### src/rtl/ctrl_pipe_unit.sv
// RV32 pipeline control: decode, ID/EX/MEM/WB control registers,
// load-use stall, redirect flush and saturating event counters.
module ctrl_pipe_unit #(
  parameter int REG_W     = 5,
  parameter int JUMP_EN   = 1,
  parameter int HAZARD_EN = 1,
  parameter int CNT_W     = 16
) (
  input  logic             clk,
  input  logic             reset_n,
  input  logic             hold,
  input  logic             enable_hazard_control,
  input  logic             id_valid,
  input  logic [6:0]       id_opcode,
  input  logic [REG_W-1:0] id_rs1,
  input  logic [REG_W-1:0] id_rs2,
  input  logic [REG_W-1:0] id_rd,
  input  logic             ex_redirect,
  output logic             stall_if_id,
  output logic             flush_if_id,
  output logic             ex_valid,
  output logic             mem_valid,
  output logic             wb_valid,
  output logic [9:0]       ex_ctrl,
  output logic [9:0]       mem_ctrl,
  output logic [9:0]       wb_ctrl,
  output logic [REG_W-1:0] ex_rd,
  output logic [REG_W-1:0] mem_rd,
  output logic [REG_W-1:0] wb_rd,
  output logic [CNT_W-1:0] stall_cnt,
  output logic [CNT_W-1:0] flush_cnt
);

  localparam logic [6:0] OP_R    = 7'b0110011;
  localparam logic [6:0] OP_I    = 7'b0010011;
  localparam logic [6:0] OP_LD   = 7'b0000011;
  localparam logic [6:0] OP_S    = 7'b0100011;
  localparam logic [6:0] OP_SB   = 7'b1100011;
  localparam logic [6:0] OP_JAL  = 7'b1101111;
  localparam logic [6:0] OP_JALR = 7'b1100111;

  logic       is_r, is_i, is_ld, is_s, is_sb;
  logic       is_jal, is_jalr;
  logic [9:0] id_ctrl;
  logic       use_rs1, use_rs2;
  logic       load_use;
  logic       stall, flush;

  assign is_r    = id_opcode == OP_R;
  assign is_i    = id_opcode == OP_I;
  assign is_ld   = id_opcode == OP_LD;
  assign is_s    = id_opcode == OP_S;
  assign is_sb   = id_opcode == OP_SB;
  assign is_jal  = (JUMP_EN != 0) && (id_opcode == OP_JAL);
  assign is_jalr = (JUMP_EN != 0) && (id_opcode == OP_JALR);

  // Opcode to control bundle and source-operand usage
  always_comb begin
    id_ctrl = '0;
    use_rs1 = 1'b0;
    use_rs2 = 1'b0;
    if (id_valid) begin
      unique case (1'b1)
        is_r: begin
          id_ctrl = 10'b10_0_0_1_0_0_0_0_0;
          use_rs1 = 1'b1;
          use_rs2 = 1'b1;
        end
        is_ld: begin
          id_ctrl = 10'b11_1_1_1_1_0_0_0_0;
          use_rs1 = 1'b1;
        end
        is_s: begin
          id_ctrl = 10'b11_1_0_0_0_1_0_0_0;
          use_rs1 = 1'b1;
          use_rs2 = 1'b1;
        end
        is_sb: begin
          id_ctrl = 10'b01_0_0_0_0_0_1_0_0;
          use_rs1 = 1'b1;
          use_rs2 = 1'b1;
        end
        is_i: begin
          id_ctrl = 10'b00_1_0_1_0_0_0_0_0;
          use_rs1 = 1'b1;
        end
        is_jal: begin
          id_ctrl = 10'b00_0_0_1_0_0_0_1_0;
        end
        is_jalr: begin
          id_ctrl = 10'b00_1_0_1_0_0_0_1_0;
          use_rs1 = 1'b1;
        end
        default: id_ctrl = 10'b00_0_0_0_0_0_0_0_1;
      endcase
    end
  end

  generate
    if (HAZARD_EN != 0) begin : g_hz
      assign load_use = enable_hazard_control
        & id_valid & ex_valid & ex_ctrl[4]
        & (ex_rd != '0)
        & ((use_rs1 & (ex_rd == id_rs1))
         | (use_rs2 & (ex_rd == id_rs2)));
    end else begin : g_nohz
      assign load_use = 1'b0;
    end
  endgenerate

  assign flush = !hold && ex_redirect;
  assign stall = !hold && !ex_redirect && load_use;

  assign stall_if_id = stall;
  assign flush_if_id = flush;

  // Advance the control pipeline; redirect or stall inject a bubble
  always_ff @(posedge clk or negedge reset_n) begin
    if (!reset_n) begin
      ex_valid  <= 1'b0;
      ex_ctrl   <= '0;
      ex_rd     <= '0;
      mem_valid <= 1'b0;
      mem_ctrl  <= '0;
      mem_rd    <= '0;
      wb_valid  <= 1'b0;
      wb_ctrl   <= '0;
      wb_rd     <= '0;
    end else if (!hold) begin
      wb_valid  <= mem_valid;
      wb_ctrl   <= mem_ctrl;
      wb_rd     <= mem_rd;
      mem_valid <= ex_valid;
      mem_ctrl  <= ex_ctrl;
      mem_rd    <= ex_rd;
      if (ex_redirect || load_use) begin
        ex_valid <= 1'b0;
        ex_ctrl  <= '0;
        ex_rd    <= '0;
      end else begin
        ex_valid <= id_valid;
        ex_ctrl  <= id_ctrl;
        ex_rd    <= id_rd;
      end
    end
  end

  // Saturating stall/flush event counters
  always_ff @(posedge clk or negedge reset_n) begin
    if (!reset_n) begin
      stall_cnt <= '0;
      flush_cnt <= '0;
    end else begin
      if (stall && !(&stall_cnt))
        stall_cnt <= stall_cnt + CNT_W'(1);
      if (flush && !(&flush_cnt))
        flush_cnt <= flush_cnt + CNT_W'(1);
    end
  end

endmodule
### config.mk
export PLATFORM = sky130hd
export DESIGN_NAME = ctrl_pipe_unit
export DESIGN_NICKNAME = d
export VERILOG_FILES = /design/src/rtl/ctrl_pipe_unit.sv
export SDC_FILE = /design/constraint.sdc
export NUM_CORES = 1
export LEC_CHECK = 0
export ABC_AREA = 1
export BUFFER_PORTS_ARGS = -buffer_cell sky130_fd_sc_hd__buf_4
export CAP_MARGIN = 10
export CORE_MARGIN = 3
export CORE_UTILIZATION = 50
export CTS_CLUSTER_SIZE = 14
export DETAILED_ROUTE_END_ITERATION = 8
export GPL_TIMING_DRIVEN = 0
export HOLD_SLACK_MARGIN = 0.12
export PLACE_DENSITY_LB_ADDON = 0.12
export SLEW_MARGIN = 40
export SYNTH_ARGS = -nofsm -noshare
export SYNTH_HDL_FRONTEND = slang
export SYNTH_SLANG_ARGS = --single-unit
### constraint.sdc
create_clock -name clk -period 2.7 [get_ports clk]
set_input_delay 0.27 -clock clk [delete_from_list [all_inputs] [get_ports clk]]
set_output_delay 0.27 -clock clk [all_outputs]
set_load 0.05 [all_outputs]
==> run summary <==
status: complete, no violations
Fin. Hold Viols: 0
Iter 0 DRT Violations: 200
I/O pin count: 110
Synth cell types: 29
Final setup violation count: 0
diode count: 0
maximum VDD drop: 0.587 mV
max_cap viols: 0
Multi-input gate area: 1720 um2
initial antenna violation count: 0
GP Congestion: 0.923
Final Non-Filler Cells: 733
Mapped Area: 3950 um2
area grow syn2layout: 28.9%
H-tree Lvls: 3
period utilisation layout: 0.802
Starting Density: 0.530
Worst setup EP type: output pin
DP Cell Count: 716
post-route ant nets: 0
Final min period: 2170 ps
Max Slew Vio Count: 0
Post-Syn Area per Cell: 7.77 um2
CTS Buffer Depth: 2
grt total ovfl: 0
CTS Root Cell: clkbuf_8
Port-buffer cells: 109
Final Skew: 10.8 ps
die height: 94.9 um
drt drc: 0
RSZ-0062 raised after global routing: false
average vias per placed instance: 4.97
die area: 9000 um2
clk_lat worst skew: 340 ps
CTS tree: done
Row Count: 31
Post-Route Utilization: 0.683
final setup TNS: 0 ps
worst endpoint data arrival time: 1900 ps
global-route wire length before repair: 16.0 mm
Synth area leaders: dfrtp_1, nand2_1, inv_1, nor2_1, xor2_1
Mapped Nets: 538
Worst setup SP type: register
Worst Max-Slew Pin Slew: 686 ps
Worst Path Required: 2430 ps
share of the synthesized area in the top cell type: 0.488
post-DP HPWL: 7.29 mm
die width: 94.9 um
fillers: 654
CTS Sinks: 77
clock-pin transition on the worst setup and hold timing paths: 80 ps
relative slew slack: 0.543
cell taking the most area after synthesis: dfrtp_1
wire per inst: 13.0 um
core region area: 7450 um2
Setup Crit Path Kind: register to output pin
largest net degree at the start of global routing: 78
Power Density: 538 nW/um2
yosys warns: 0
sequential fraction of the synthesis area: 0.488
fraction of layout cells with a size suffix above 1: 0.232
fin nets: 659
Seq. cell area: 1930 um2
r2r setup slk: 760 ps
#FFs+latches synth: 77
post-synthesis cell count: 508
Lkg Pwr: 2.75 nW
total track usage: 0.223
Achievable Freq: 462 MHz
detailed-route via count: 3644
Hold Path Class: input pin to register
CP max FO: 5
CTS buffer count: 9
DRT Wirelength: 9.55 mm
DR pass1 iterations: 4
vias in the first global route: 3525
-- stage by stage --
stage	instance area (um2)	hold WS [ps]	setup WS, ps	power (mW)
3_3_place_gp	4890	463	878	1.95
5_1_grt	5090	160	306	2.87
2_1_floorplan	3950	-25.6	692	1.72
3_5_place_dp	4890	344	808	1.96
4_1_cts	5090	164	527	2.75
6_report	5090	172	534	2.74
-- cell families (layout without fill, tap and decap cells) --
group / Yosys count / count (layout) / synth area share
adders and majority gates: 2 / 2 / 0.00634
xor gates and xnor gates: 28 / 28 / 0.0621
AOI/OAI and AO/OA: 33 / 33 / 0.0440
buffers and inverters: 74 / 200 / 0.0764
DFF: 77 / 77 / 0.488
and+or+nand+nor: 294 / 294 / 0.323
-- flip-flops by register name, indices dropped and copies added, names as in the netlist --
signal / flops
flush_cnt: 16
stall_cnt: 16
ex_ctrl: 9
mem_ctrl: 9
wb_ctrl: 9
ex_rd: 5
mem_rd: 5
wb_rd: 5
ex_valid: 1
mem_valid: 1
wb_valid: 1
-- critical path, cell delays in order, from the launching register on --
cell and delay, ps:
dfrtp_1 460, inv_2 80, nand2_1 60, nand2_1 40, nor2_1 140, inv_1 50
nor2_1 170, nand2_1 90, nand2_1 70, nand3_1 100, inv_1 100, buf_4 190
-- report_power, final --
group | internal, mW | switching [mW]
combinational | 0.190 | 0.441
sequential | 1.23 | 0.0738
clock | 0.366 | 0.440
-- layout by cell type (no fill, tap or decap), types with 2 or more instances in the layout --
cell / count
buf_6: 2
inv_2: 5
clkbuf_8: 10
nor2_2: 2
nand3_2: 2
inv_1: 52
o22ai_1: 4
nor2_1: 40
o21ai_0: 28
clkbuf_1: 11
or2_2: 2
nand4_1: 23
xnor2_1: 11
nand3_1: 25
inv_6: 2
nor3_1: 8
nor4_1: 2
dfrtp_1: 77
clkinvlp_4: 2
xor2_1: 17
ha_1: 2
buf_4: 112
nand2_1: 183
-- final cells by class --
| type | count | area share |
|---|---|---|
| plain buffers | 17 | 0.0172 |
| clock buffers | 10 | 0.0270 |
| clock inverters | 6 | 0.00910 |
| inverters | 57 | 0.0420 |
| multi-input cells | 357 | 0.338 |
| flip-flops and latches | 77 | 0.379 |
| well taps | 99 | 0.0243 |
| repair buffers | 110 | 0.164 |
-- final timing paths --
check | from | end | depth (start not counted)
max | ex_rd[3] | stall_if_id | 11
min | id_rd[2] | ex_rd[2] | 3
max reg2reg | stall_cnt[0] | stall_cnt[8] | 7
min reg2reg | wb_ctrl[1] | wb_ctrl[1] | 2
max in group asynchronous | reset_n | flush_cnt[6] | 2
min in group asynchronous | reset_n | wb_ctrl[0] | 2
-- cell usage after synthesis, drive strengths merged --
cell / n
a21oi: 1
and2: 1
and3: 1
buf: 6
clkbuf: 11
dfrtp: 77
ha: 2
inv: 57
nand2: 184
nand3: 27
nand4: 24
nor2: 43
nor3: 8
nor4: 3
nor4b: 1
o21ai: 28
o22ai: 4
or2: 2
xnor2: 11
xor2: 17
-- per-layer routing --
metal  vias to the layer above  wire (um)  GRT usage
met5                         -          0          0
met4                         0         96     0.0769
met3                        10        476     0.0351
met2                       101       4700      0.372
met1                      1689       4280      0.295
li1                       1844          -          -
-- repair_timing --
action / in CTS / in global routing
resized for setup: 0 / 0
setup buffers: 0 / 0
endpoints found under the hold margin: 77 / 0
hold buffers: 1 / 0
(Power assumes the default switching activity.)
